File: src/rtl/edge_period_meter.sv
// edge_period_meter: measures high time, low time and period of an asynchronous square wave,
// publishing one result set with a valid strobe per complete input period.
module edge_period_meter #(
    parameter int W = 16
) (
    input  logic         clk,
    input  logic         rst_n,
    input  logic         en,
    input  logic         sig_in,
    output logic [W-1:0] high_cnt,
    output logic [W-1:0] low_cnt,
    output logic [W:0]   period,
    output logic         valid,
    output logic         stuck
);
    typedef enum logic [1:0] {ARM, HIGH, LOW} state_t;
    localparam logic [W-1:0] MAX = '1;

    state_t       state_q, state_d;
    logic         s1_q, s2_q, s3_q;
    logic [W-1:0] cnt_q, cnt_d, cnt_p1;
    logic [W-1:0] hi_tmp_q, hi_tmp_d;
    logic [W-1:0] high_q, high_d, low_q, low_d;
    logic [W:0]   period_q, period_d;
    logic         valid_q, valid_d, stuck_q, stuck_d;
    logic         rise, fall, sat;

    assign rise   = s2_q & ~s3_q;
    assign fall   = ~s2_q & s3_q;
    assign sat    = (cnt_q == MAX) && !(rise || fall);
    assign cnt_p1 = cnt_q + 1'b1;

    always_comb begin
        state_d  = state_q;
        hi_tmp_d = hi_tmp_q;
        high_d   = high_q;
        low_d    = low_q;
        period_d = period_q;
        valid_d  = 1'b0;
        stuck_d  = stuck_q;
        cnt_d    = (!en || rise || fall) ? '0 : (cnt_q == MAX) ? cnt_q : cnt_p1;
        if (!en) begin
            state_d = ARM;
        end else begin
            case (state_q)
                ARM: if (rise) state_d = HIGH;
                HIGH: begin
                    if (fall) begin
                        hi_tmp_d = cnt_p1;
                        state_d  = LOW;
                    end else if (sat) begin
                        state_d = ARM;
                        stuck_d = 1'b1;
                    end
                end
                LOW: begin
                    // a rise closes this period and opens the next
                    if (rise) begin
                        high_d   = hi_tmp_q;
                        low_d    = cnt_p1;
                        period_d = {1'b0, hi_tmp_q} + {1'b0, cnt_p1};
                        valid_d  = 1'b1;
                        stuck_d  = 1'b0;
                        state_d  = HIGH;
                    end else if (sat) begin
                        state_d = ARM;
                        stuck_d = 1'b1;
                    end
                end
                default: state_d = ARM;
            endcase
        end
    end

    always_ff @(posedge clk or negedge rst_n) begin
        if (!rst_n) begin
            s1_q     <= 1'b0;
            s2_q     <= 1'b0;
            s3_q     <= 1'b0;
            cnt_q    <= '0;
            state_q  <= ARM;
            hi_tmp_q <= '0;
            high_q   <= '0;
            low_q    <= '0;
            period_q <= '0;
            valid_q  <= 1'b0;
            stuck_q  <= 1'b0;
        end else begin
            s1_q     <= sig_in;
            s2_q     <= s1_q;
            s3_q     <= s2_q;
            cnt_q    <= cnt_d;
            state_q  <= state_d;
            hi_tmp_q <= hi_tmp_d;
            high_q   <= high_d;
            low_q    <= low_d;
            period_q <= period_d;
            valid_q  <= valid_d;
            stuck_q  <= stuck_d;
        end
    end

    assign high_cnt = high_q;
    assign low_cnt  = low_q;
    assign period   = period_q;
    assign valid    = valid_q;
    assign stuck    = stuck_q;
endmodule

File: config.mk
export PLATFORM = sky130hd
export DESIGN_NAME = edge_period_meter
export DESIGN_NICKNAME = d
export VERILOG_FILES = /design/src/rtl/edge_period_meter.sv
export SDC_FILE = /design/constraint.sdc
export NUM_CORES = 1
export LEC_CHECK = 0
export ABC_AREA = 1
export CORE_MARGIN = 1.5
export CORE_UTILIZATION = 45
export DETAILED_ROUTE_END_ITERATION = 10
export GPL_TIMING_DRIVEN = 0
export MAX_ROUTING_LAYER = met4
export PLACE_DENSITY_LB_ADDON = 0.05
export SYNTH_ARGS = -nofsm -noshare
export SYNTH_HDL_FRONTEND = slang
export SYNTH_SLANG_ARGS = --single-unit
File: constraint.sdc
create_clock -name clk -period 5.2 [get_ports clk]
set_input_delay 1.04 -clock clk [delete_from_list [all_inputs] [get_ports clk]]
set_output_delay 1.04 -clock clk [all_outputs]
set_load 0.02 [all_outputs]
==> out/qor.yml, run 1 <==
critical_path:
  worst_setup_path_start_kind: "flip-flop"
  crit_fanout: 5
  critical_path.top_delay_family: "simple AND/OR/NAND/NOR gates"
  critical-path-top-cell-by-count: "nand2_1"
  cell_type_of_the_slowest_stage_on_the_worst_timing_path: "dfrtp_1"
  timing.critical_path.slowest_cell_delay_ns: 0.41
  worst-setup-path-type: "flip-flop to flip-flop"
  number_of_buffer_and_inverter_instances_along_the_worst_setup_path: 3
  cp-end-kind: "flip-flop"
  crit_arrival_ns: 2.99
  worstPathRequired_ns: 5.44
  path_cells: "ha_1 > nand2_1 > inv_2 > nand3_1 > nor2_1 > nand2_1 > xor2_1 > inv_1 > ha_1 > nand2_1 > inv_1 > nand2_1 > nor3_1 > nand2_1 > nand2_1 > nand2_1 > nand3_1 > nand2_1"
logic_synthesis:
  synthesis.yosys.warnings: 0
  area_fraction_in_compound_gates_after_synthesis_pct: 6.62
  synth_fa_ha_area_share_pct: 6.35
  synth_simple_gate_area_share_pct: 29.6
  yosys_most_used_dff: "dfrtp_1"
  yosys.area_share.xor_xnor_pct: 2.05
  synth_largest_type_area_fraction_pct: 47.4
  async_reset_ff_share_pct: 100
  synthTopCellsByCount: "nand2_1, dfrtp_1, inv_1, nand3_1, o21ai_0"
  synth-seq-cells: 88
  synth_most_common_cell: "nand2_1"
  yosys.cell_types.count: 31
  muxShareOfSynthArea_pct: 0
  synth_cells: 605
  synth_edf_count: 0
  syn_area_per_cell_um2: 7.69
  synth.yosys.seq_area_share_pct: 47.4
  synth_top_family_by_area: "simple AND/OR/NAND/NOR gates"
  postSynthNetCount: 632
  netlist_top_cells_area: "dfrtp_1, nand2_1, inv_1"
  syn_area_um2: 4650
  synth_largest_area_cell: "dfrtp_1"
floorplanning:
  floorplan.initialDensity_pct: 46.9
  die_width_um: 105
  top_level_ports: 55
  core_region_area_um2: 9910
  fp-row-count: 36
  die-area_um2: 11000
  die_h_um: 105
final_layout:
  area.growth.synth_to_final_pct: 19.7
  n_antenna_cell: 0
  finalNetCount: 698
  post_route_cells_drive_above_1_share_pct: 6.66
  fill_cell_total_of_the_finished_layout: 968
  finish.instance_area_um2: 5570
  multi_input_comb_area_um2: 2070
  sequential_cell_area_um2: 2200
grt:
  maximum_number_of_pins_on_one_net_before_global_route_repair: 63
  grt_busiest_layer: "met2"
  grt_use_met1_pct: 29.3
  grt-ovfl-total: 0
  wire_length_of_the_first_global_routing_pass_um: 18700
  met3_usage_pct: 4.68
  first_global_vias: 3723
  grt_use_total_pct: 22.3
  initial_antenna_violation_count: 0
  met2_usage_pct: 36.2
cts:
  resized_after_cts: 0
  cts.htree.levels: 3
  tritoncts_num_sinks: 88
  clk_transition_reported_paths_ns: 0.08
  clock_insertion_delay_worst_skew_ns: 0.35
  cts_hold_repair.buffers: 0
  post-cts-setup-buffer-count: 0
  cts_tree: "yes"
  clock_tree.buffer_depth: 2
  cts_buffers: 9
  ctsRootBufferMaster: "clkbuf_8"
timing:
  report.final.hold_viol_count: 0
  max_freq_mhz: 364
  final-max-slew-violation-count: 0
  smallest_hold_slack_ns: 0.360
  timing.final.ws_setup_ns: 2.45
  final_period_minus_worst_setup_slack_ns: 2.75
  finalClockSkew_ns: 0.00725
  number_of_endpoints_failing_setup_at_the_final_stage: 0
  rsz0062_at_grt: "no"
  timing_worst_slew_pin_value_ns: 0.749
  post-route-period-util_pct: 52.8
  final.setup.tns_ns: 0
  worst_slew_margin_pct: 49.8
status:
  run_status: "complete, no violations"
routing:
  detail_route.drc_violations: 0
  initialDrtViolationCount: 124
  wl_per_cell_um: 14.0
  drt_first_pass_iters: 4
  viasPerCell: 4.91
  drt-total-wl_um: 11300
  route.vias.total: 3976
  route.antenna.remaining_nets: 0
power_and_ir_drop:
  design_power_total_w: 0.00162
  ir_worst_vdd_v: 0.000130
  total_leakage_power_nw: 2.96
  p_per_area_nw_per_um2: 291
placement:
  place_worst_setup_slack_ns: 2.30
  gp_congestion: 0.872
  dp_hpwl_um: 8620
  io_buffer_count: 54
  post_dp_cell_area_um2: 5380
min_path:
  min_path_type: "flip-flop to flip-flop"
run:
  drv.max_cap_violation_count: 0
## area by class of cell
| type | instances | share of cell area, % |
|---|---|---|
| multi-input cells | 420 | 37.3 |
| clock buffers | 13 | 2.86 |
| inverters | 85 | 5.73 |
| clock inverters | 3 | 0.450 |
| well taps | 133 | 2.99 |
| repair buffers | 55 | 10.2 |
| flip-flops and latches | 88 | 39.6 |
| plain buffers | 12 | 0.989 |
## per-layer routing
layer | up-vias | routed length [um]
met5 | - | 0
met4 | 0 | 127
met3 | 11 | 348
met2 | 60 | 5370
met1 | 1887 | 5450
li1 | 2018 | -
## cell families after synthesis
kind of cell | after synthesis
flops | 88
fa+ha+maj | 23
compound gates | 59
buf+inv | 97
xor+xnor | 10
simple gates | 328
## state kept, by name (all words and copies together), names as in the netlist, 2 cells and up
| register | flops |
|---|---|
| period | 17 |
| cnt_q | 16 |
| hi_tmp_q | 16 |
| high_cnt | 16 |
| low_cnt | 16 |
| state_q | 2 |
## stage by stage
stage | instances | utilization [%]
global route | 809 | 56.2
finish | 809 | 56.2
floorplan | 605 | -
global placement | 792 | 54.1
detailed placement | 793 | 54.3
CTS | 809 | 56.2
## report_power, final
part | leakage (nW) | total, W | switching [W] | internal (W)
registers | 1.14 | 0.000810 | 0.0000500 | 0.000760
logic | 1.73 | 0.000367 | 0.000207 | 0.000160
clock network | 0.0902 | 0.000443 | 0.000240 | 0.000203
## cell usage in the layout, fill, tap and decap left out
| cell type | instances |
|---|---|
| a21o_1 | 1 |
| a21oi_1 | 16 |
| a31oi_1 | 4 |
| and2_1 | 3 |
| buf_16 | 1 |
| buf_2 | 8 |
| buf_4 | 1 |
| clkbuf_1 | 6 |
| clkbuf_8 | 11 |
| clkdlybuf4s50_1 | 53 |
| clkinv_4 | 1 |
| clkinvlp_4 | 1 |
| dfrtp_1 | 88 |
| fa_1 | 1 |
| ha_1 | 22 |
| inv_1 | 76 |
| inv_2 | 9 |
| inv_6 | 1 |
| nand2_1 | 237 |
| nand2_2 | 1 |
| nand3_1 | 37 |
| nand3b_1 | 2 |
| nand4_1 | 4 |
| nand4_2 | 1 |
| nor2_1 | 29 |
| nor2_2 | 1 |
| nor2_4 | 3 |
| nor3_1 | 5 |
| nor3_2 | 2 |
| nor3_4 | 1 |
| o21ai_0 | 35 |
| o21ai_1 | 1 |
| o21bai_1 | 1 |
| o31ai_1 | 1 |
| or2_2 | 2 |
| xnor2_1 | 4 |
| xor2_1 | 5 |
| xor2_2 | 1 |
## path summary, 6_finish.rpt
kind	cells after the start	slack, ns	from	to
max in group asynchronous	2	3.98	rst_n	cnt_q[7]
hold reg to reg	0	0.36	s1_q	s2_q
setup reg to reg	18	2.45	cnt_q[0]	period[15]
setup / recovery	18	2.45	cnt_q[0]	period[15]
min in group asynchronous	1	0.60	rst_n	period[3]
hold / removal	0	0.36	s1_q	s2_q
Note: power is estimated with default switching activity, not from simulation.
==> inputs of run 2 (changes only) <==
clock period = 2.55 ns   (was 5.2 ns; I/O delays follow)
==> run 2 against run 1 <==
Global-route usage up 0.32 points. Count of clock-buffer cells in the layout stayed put. Largest cell class is now multi-input gates. Sequential share of layout area shrank 2.7 points. Utilization rose by 4.1 points. Final cell count rose by 2.1%. Critical endpoint is now period[12]. Final area grew 7.4%.
==> out/qor.yml, run 2 (same netlist as run 1, synthesis figures left out) <==
cts:
  cts_tree: "yes"
  tritoncts_num_sinks: 88
  cts_buffers: 9
  cts.htree.levels: 3
  clock_insertion_delay_worst_skew_ns: 0.35
  clk_transition_reported_paths_ns: 0.09
  ctsRootBufferMaster: "clkbuf_8"
  clock_tree.buffer_depth: 2
timing:
  final-max-slew-violation-count: 0
  worst_slew_margin_pct: 48.9
  final.setup.tns_ns: 0
  timing.final.ws_setup_ns: 0.139
  max_freq_mhz: 415
  post-route-period-util_pct: 94.5
  final_period_minus_worst_setup_slack_ns: 2.41
  number_of_endpoints_failing_setup_at_the_final_stage: 0
  report.final.hold_viol_count: 0
  timing_worst_slew_pin_value_ns: 0.762
  finalClockSkew_ns: 0.00610
floorplanning:
  die-area_um2: 11000
  top_level_ports: 55
  die_h_um: 105
  core_region_area_um2: 9910
  fp-row-count: 36
  die_width_um: 105
  floorplan.initialDensity_pct: 46.9
final_layout:
  fill_cell_total_of_the_finished_layout: 915
  n_antenna_cell: 0
  finalNetCount: 715
  mostFrequentLayoutCells: "nand2_1, dfrtp_1, inv_1"
  post_route_cells_drive_above_1_share_pct: 15.7
  area.growth.synth_to_final_pct: 28.5
  multi_input_comb_area_um2: 2350
  final_cell_count_no_fill: 826
  largest_reg_flops: 17
  sequential_cell_area_um2: 2200
  post-route-util_pct: 60.3
  final_common_cell: "nand2_1"
power_and_ir_drop:
  internal_pwr_total_w: 0.00233
  p_per_area_nw_per_um2: 566
  design_power_total_w: 0.00338
  ir_worst_vdd_v: 0.000269
  power.combinational.fraction_pct: 23.9
  power.switching_fraction_pct: 31.0
  total_leakage_power_nw: 3.10
  pwr-share-clk_pct: 26.9
  netSwitchingPower_w: 0.00105
  seqPwrFrac_pct: 49.2
critical_path:
  worstPathRequired_ns: 2.80
  cp-end-kind: "flip-flop"
  worst_setup_path_start_kind: "flip-flop"
  crit_fanout: 5
  crit_arrival_ns: 2.66
  worst-setup-path-type: "flip-flop to flip-flop"
  reg2reg_slack_ns: 0.14
grt:
  grt_use_total_pct: 22.6
  initial_antenna_violation_count: 0
  grt-ovfl-total: 0
  first_global_vias: 3785
  wire_length_of_the_first_global_routing_pass_um: 19000
  maximum_number_of_pins_on_one_net_before_global_route_repair: 63
routing:
  detail_route.drc_violations: 0
  wl_per_cell_um: 14.1
  route.antenna.remaining_nets: 0
  drt_first_pass_iters: 7
  viasPerCell: 4.92
  route.vias.total: 4062
  initialDrtViolationCount: 150
  drt-total-wl_um: 11700
placement:
  gp_congestion: 0.872
  dp.cells: 793
  dp_hpwl_um: 8620
  io_buffer_count: 54
  place_worst_setup_slack_ns: -0.215
status:
  run_status: "complete, no violations"
run:
  drv.max_cap_violation_count: 0
min_path:
  min_path_type: "input pin to async pin"
run 2: changes by cell type in the layout (fill, tap and decap cells not counted), sizes merged:
cell  before  now
buf       10   27
run 2: final timing paths:
check | start | end | cells after the start
worst min register to register | s1_q | s2_q | 0
worst min-delay path | rst_n | period[3] | 1
min in group clk | s1_q | s2_q | 0
worst max register to register | cnt_q[0] | period[12] | 14
max in group asynchronous | rst_n | cnt_q[1] | 2
worst max-delay path | cnt_q[0] | period[12] | 14
run 2: critical path, stage by stage, from the launching register on:
cell and delay (ns):
dfrtp_2 0.45, buf_4 0.15, buf_4 0.12, inv_1 0.10
ha_1 0.25, inv_1 0.07, fa_1 0.39, inv_1 0.10
nand3_1 0.07, nand3_1 0.15, nand3_1 0.15, nand3_1 0.13
nand2_1 0.06, nand3_1 0.07, nand2_1 0.05
run 2: power by group through the flow:
| stage | registers, W | logic (W) | clock network (W) |
|---|---|---|---|
| 3_3_place_gp | 0.00168 | 0.000743 | 0 |
| 4_1_cts | 0.00166 | 0.000772 | 0.000934 |
| 5_1_grt | 0.00168 | 0.000889 | 0.000997 |
| 6_report | 0.00166 | 0.000808 | 0.000909 |
| 3_5_place_dp | 0.00168 | 0.000751 | 0 |
| 2_1_floorplan | 0.00179 | 0.000302 | 0 |
run 2: timing repair:
| item | 4_1_cts | 5_1_grt |
|---|---|---|
| resized for setup | 17 | 43 |
| setup buffers | 4 | 13 |
| pin swaps | 3 | 16 |
| hold buffers | 0 | 0 |
| endpoints found under the setup margin | 8 | 11 |
| cloned | 0 | 0 |
run 2: routing by layer:
metal | track usage, % | part of all wire, %
met1 | 29.6 | 46
met2 | 37.0 | 48
met3 | 4.68 | 4.0
met4 | 4.01 | 1.4
met5 | - | 0
run 2: per-stage QoR:
stage,hold WS [ns],instance area [um^2]
after detailed placement,0.336,5380
final,0.0655,5970
after global routing,0.0764,5970
after floorplan,0.214,4650
after CTS,0.0680,5720
after global placement,0.342,5360
run 2: final cells by class:
cell class                 instances  area share, %
multi-input combinational        420           39.3
sequential                        88           36.9
timing repair buffer              72           11.6
inverter                          85           5.38
tap                              133           2.79
clock buffer                      13           2.66
buffer                            12          0.921
clock inverter                     3          0.419
==> inputs of run 3 (changes only) <==
REMOVE_ABC_BUFFERS = 1   (was not set)
SETUP_SLACK_MARGIN = 0.5   (was not set)
==> run 3 against run 2 <==
Total power rose by 5.1%. Sequential share of layout area fell by 1.0 points. Die area did not move. Worst hold slack got worse by 0.049 ns. Final cell count fell by 0.85%. Combinational power rose by 7.8%. Global-route usage barely moved. Count of clock-buffer cells in the layout fell by 3. Non-clock buffer count fell by 8. Critical path type unchanged.
==> out/qor.yml, run 3 (same netlist as run 1, synthesis figures left out) <==
timing:
  rsz0062_at_grt: "yes"
  report.final.hold_viol_count: 0
  worst_slew_margin_pct: 46.5
  finalClockSkew_ns: 0.00894
  max_freq_mhz: 409
  post-route-period-util_pct: 95.8
  number_of_endpoints_failing_setup_at_the_final_stage: 0
  final-max-slew-violation-count: 0
  timing_worst_slew_pin_value_ns: 0.800
  final.setup.tns_ns: 0
  smallest_hold_slack_ns: 0.0164
  final_period_minus_worst_setup_slack_ns: 2.44
floorplanning:
  floorplan.initialDensity_pct: 46.9
  die_width_um: 105
  die-area_um2: 11000
  core_region_area_um2: 9910
  die_h_um: 105
  top_level_ports: 55
  fp-row-count: 36
cts:
  tritoncts_num_sinks: 88
  cts_tree: "yes"
  ctsRootBufferMaster: "clkbuf_8"
  cts_buffers: 9
  clk_transition_reported_paths_ns: 0.10
  cts.htree.levels: 3
  clock_insertion_delay_worst_skew_ns: 0.37
  clock_tree.buffer_depth: 2
power_and_ir_drop:
  ir_worst_vdd_v: 0.000274
  total_leakage_power_nw: 3.09
  p_per_area_nw_per_um2: 579
grt:
  initial_antenna_violation_count: 0
  grt_use_total_pct: 22.6
  first_global_vias: 4016
  wire_length_of_the_first_global_routing_pass_um: 19200
  grt-ovfl-total: 0
  maximum_number_of_pins_on_one_net_before_global_route_repair: 69
placement:
  dp.cells: 781
  gp_congestion: 0.912
  dp_hpwl_um: 7230
  io_buffer_count: 54
routing:
  initialDrtViolationCount: 159
  drt_first_pass_iters: 4
  route.antenna.remaining_nets: 0
  viasPerCell: 5.05
  drt-total-wl_um: 11500
  wl_per_cell_um: 14.1
  route.vias.total: 4135
  detail_route.drc_violations: 0
critical_path:
  worstPathRequired_ns: 2.86
  crit_fanout: 4
  cp-end-kind: "flip-flop"
  worst-setup-path-type: "flip-flop to flip-flop"
  crit_arrival_ns: 2.75
  worst_setup_path_start_kind: "flip-flop"
  reg2reg_slack_ns: 0.11
final_layout:
  final_cell_count_no_fill: 819
  post-route-util_pct: 62.0
  fill_cell_total_of_the_finished_layout: 851
  sequential_cell_area_um2: 2200
  mostFrequentLayoutCells: "nand2_1, dfrtp_1, inv_1"
  largest_reg_flops: 17
  n_antenna_cell: 0
  post_route_cells_drive_above_1_share_pct: 20.8
  multi_input_comb_area_um2: 2520
  final_common_cell: "nand2_1"
  finalNetCount: 708
  area.growth.synth_to_final_pct: 32.1
status:
  run_status: "complete, no violations"
run:
  drv.max_cap_violation_count: 0
min_path:
  min_path_type: "input pin to async pin"
run 3: changes by cell type in the layout (fill, tap and decap cells not counted), sizes merged:
cell      change
clkbuf        -7
clkinvlp      +2
buf           -4
bufinv        +1
nor3          +1
run 3: path summary, 6_finish.rpt:
path	startpoint	to	depth (start not counted)
max in group asynchronous	rst_n	hi_tmp_q[13]	2
worst max register to register	cnt_q[0]	period[12]	16
min in group clk	s1_q	s2_q	0
worst max-delay path	cnt_q[0]	period[12]	16
worst min register to register	s1_q	s2_q	0
worst min-delay path	rst_n	period[1]	1
run 3: repair_timing:
item / 4_1_cts / 5_1_grt
resized for setup: 68 / 37
endpoints found under the hold margin: 0 / 0
pin swaps: 21 / 19
hold buffers: 0 / 0
setup buffers: 17 / 4
cloned: 1 / 0
setup endpoints to repair: 67 / 29
run 3: metrics by stage:
step / area (um^2) / total power, W / setup WS [ns]
floorplan: 4590 / 0.00209 / 0.237
global placement: 5300 / 0.00241 / -2.26
detailed placement: 5330 / 0.00242 / -1.05
CTS: 6000 / 0.00352 / 0.220
global route: 6140 / 0.00372 / -0.128
finish: 6140 / 0.00356 / 0.106
run 3: layout make-up:
type | count | area share, %
multi-input cells | 421 | 41.1
repair buffers | 76 | 11.8
clock buffers | 10 | 2.24
well taps | 133 | 2.71
inverters | 85 | 5.28
clock inverters | 6 | 1.08
flip-flops and latches | 88 | 35.9
run 3: routing by layer:
layer  part of all wire (%)  wire [um]  vias up  track usage (%)
met2                     48       5590      108             37.0
met1                     45       5240     1970             29.0
met4                    2.3        267        0             8.22
met5                      0          0        -                -
li1                       -          -     2035                -
met3                    3.8        439       22             2.74
run 3: report_power, final:
group	total [W]	switching, W	internal, W	leakage, nW
clock	0.00102	0.000539	0.000481	0.0949
sequential	0.00166	0.000115	0.00155	1.14
combinational	0.000871	0.000472	0.000399	1.85
run 3: critical path, stage by stage (launching register included):
cell     delay (ns)
dfrtp_1        0.40
nand3_1        0.16
nor2_2         0.16
nand2_2        0.12
o21ai_0        0.30
nand2_2        0.15
inv_1          0.12
ha_1           0.25
nand2_1        0.10
inv_1          0.07
nand2_1        0.10
nand2_1        0.08
nand2_2        0.09
nand3_2        0.10
nand2_1        0.07
nand3_1        0.07
nand2_1        0.06
==> RTL change: new RTL, flow settings as in run 2 <==
Add an input register stage for `en` and `sig_in`, with the module's reset; this delays them by one clock.
--- a/src/rtl/edge_period_meter.sv
+++ b/src/rtl/edge_period_meter.sv
@@ -15,6 +15,19 @@
 );
     typedef enum logic [1:0] {ARM, HIGH, LOW} state_t;
     localparam logic [W-1:0] MAX = '1;
+
+    logic en_q;
+    logic sig_q;
+
+    always_ff @(posedge clk or negedge rst_n) begin
+        if (!rst_n) begin
+            en_q  <= '0;
+            sig_q <= '0;
+        end else begin
+            en_q  <= en;
+            sig_q <= sig_in;
+        end
+    end
 
     state_t       state_q, state_d;
     logic         s1_q, s2_q, s3_q;
@@ -38,8 +51,8 @@
         period_d = period_q;
         valid_d  = 1'b0;
         stuck_d  = stuck_q;
-        cnt_d    = (!en || rise || fall) ? '0 : (cnt_q == MAX) ? cnt_q : cnt_p1;
-        if (!en) begin
+        cnt_d    = (!en_q || rise || fall) ? '0 : (cnt_q == MAX) ? cnt_q : cnt_p1;
+        if (!en_q) begin
             state_d = ARM;
         end else begin
             case (state_q)
@@ -86,7 +99,7 @@
             valid_q  <= 1'b0;
             stuck_q  <= 1'b0;
         end else begin
-            s1_q     <= sig_in;
+            s1_q     <= sig_q;
             s2_q     <= s1_q;
             s3_q     <= s2_q;
             cnt_q    <= cnt_d;
Formal check against the unedited RTL: not equivalent (Yosys sat finds a counterexample within 10 cycles, from zero or initial values and one cycle with rst_n low).
==> RTL change against run 2 <==
  * Setup slack worse by 0.063 ns
  * Sequential cell count is 2 higher
  * Via count is 1.5% higher
  * Final area is 1.5% higher
  * Highest routed layer unchanged
  * Worst hold slack worse by 0.0035 ns
  * Critical path type unchanged
  * Area after synthesis is 1.1% higher
  * Critical path depth is 2 higher
  * Routed wire length is 2.7% higher
Power is not compared: it rests on default switching activity, and its combinational part moved more than twofold at a synthesized area within 25%.
==> RTL change: results (changes against run 2) <==
- The flow ran to the end, and the final reports show no timing, DRC or antenna violations.
- The highest cell delay on the worst timing path is 0.43 ns (-0.02 ns).
- Sorting the synthesized cells by how often they occur yields nand2_1, dfrtp_1, inv_1.
- The clock tree cell share of total cell area is 0.0338 (+0.00306).
- The sequential area share after synthesis was 0.479 (+0.00561).
- The post-CTS setup-driven buffer insertion count came to 6 (+2).
- The total routed wire length on the met1 layer was 5.55 mm (+2.6%).
- The setup slack after placement is -0.308 ns (-0.0929 ns).
- The number of clock sinks came to 90 (+2.3%).
- The capture instance of the worst register-to-register path is period[15].
- The net count of the mapped netlist was 634 (+0.32%).
- The buffer share of cell area is 0.125 (about the same).
- The wire length on met3 is 398 um (-14%).
- The pin count of the biggest net entering global routing came to 63 (unchanged).
- The number of resized instances in the post-cts repair step is 21 (+4).
- The worst reg2reg path depth was 16 (+2).
- The placer's final routability congestion estimate was 0.902 (+3.4%).
- The number of iterations in the first detailed-routing pass was 5 (-2).
- The via count of the first global-routing pass was 3,942 (+4.1%).
- The number of nets in the layout is 718 (+0.42%).
- The largest clock skew in the final design was 0.00838 ns (+0.00228 ns).
- The initial DRC count is 185 (+23%).
- The met1 demand-to-capacity share in global routing is 0.312 (+0.0165).
- The global-route total usage across every layer is 0.236 (+0.00949).
- In this run the critical register-to-register path is launched from cnt_q[1].
- The layout-stage area growth over the synthesis result is 29.0%.
- The arrival time reported for the critical path endpoint is 2.73 ns (+0.07 ns).
- The worst reg-to-reg setup slack came to 0.08 ns (-0.06 ns).
- The global routing usage on met2 is 0.364 (-0.00615).
- The routing usage on met3 is 0.0243 (-0.0225).
- The first-pass GRT wire length is 19.6 mm (+2.9%).
- Across the VDD grid, the largest voltage drop is about 0.00026 V.
- The fill cell instance count of the final layout came to 939 (+2.6%).
- The instance count of the mapped netlist is 607 (+0.33%).
- The post-route standard cell area excluding fillers is 0.00606 mm2 (+1.5%).
- The number of combinational gates with multiple inputs is 420 (unchanged).
- The average routed wire per standard cell is 14.4 um (+2.0%).
- For this design the total switching power over the nets is 0.729 mW.
- The detail-routed via count per cell came to 4.96 (+0.79%).
- The fraction of final layout cells with drive strength greater than 1 was 0.154 (-0.00355).
- The buffer count excluding the clock tree in the final layout is 85 (+1.2%).
- The headroom to the max-slew limit is 0.526 (+0.0371).
- The total cell area at the placement stage is 0.00544 mm2 (+1.0%).
- The half-perimeter wire length after detailed placement is 8.82 mm (+2.4%).
- The fraction of area in multi-input gates was 0.388 (-0.00506).
- The number of cells after detailed placement was 798 (+0.63%).
- The total met2 wirelength after detailed routing came to 5.67 mm (+0.76%).
RTL change: changes by cell type after synthesis, sizes merged:
cell,change
dfrtp,+2
RTL change: kinds of logic (layout without fill, tap and decap cells):
logic type / Yosys count / after routing / synth area share
and+or+nand+nor: 328 / 328 / 0.293
DFF: 90 / 90 / 0.479
adders and majority gates: 23 / 23 / 0.0628
AOI/OAI and AO/OA: 59 / 59 / 0.0655
xor gates and xnor gates: 10 / 10 / 0.0202
buffers and inverters: 97 / 186 / 0.0796
RTL change: worst max path at each step:
stage              from    endpoint  slack, ns  cells after the start
4_1_cts        cnt_q[0]  period[15]       0.02                     18
6_report       cnt_q[1]  period[15]       0.08                     16
3_5_place_dp   cnt_q[0]  period[12]      -0.31                     16
2_1_floorplan  cnt_q[0]  period[15]       0.24                     17
5_1_grt        cnt_q[1]  period[14]      -0.10                     17
3_3_place_gp      rst_n   cnt_q[12]      -2.26                      1
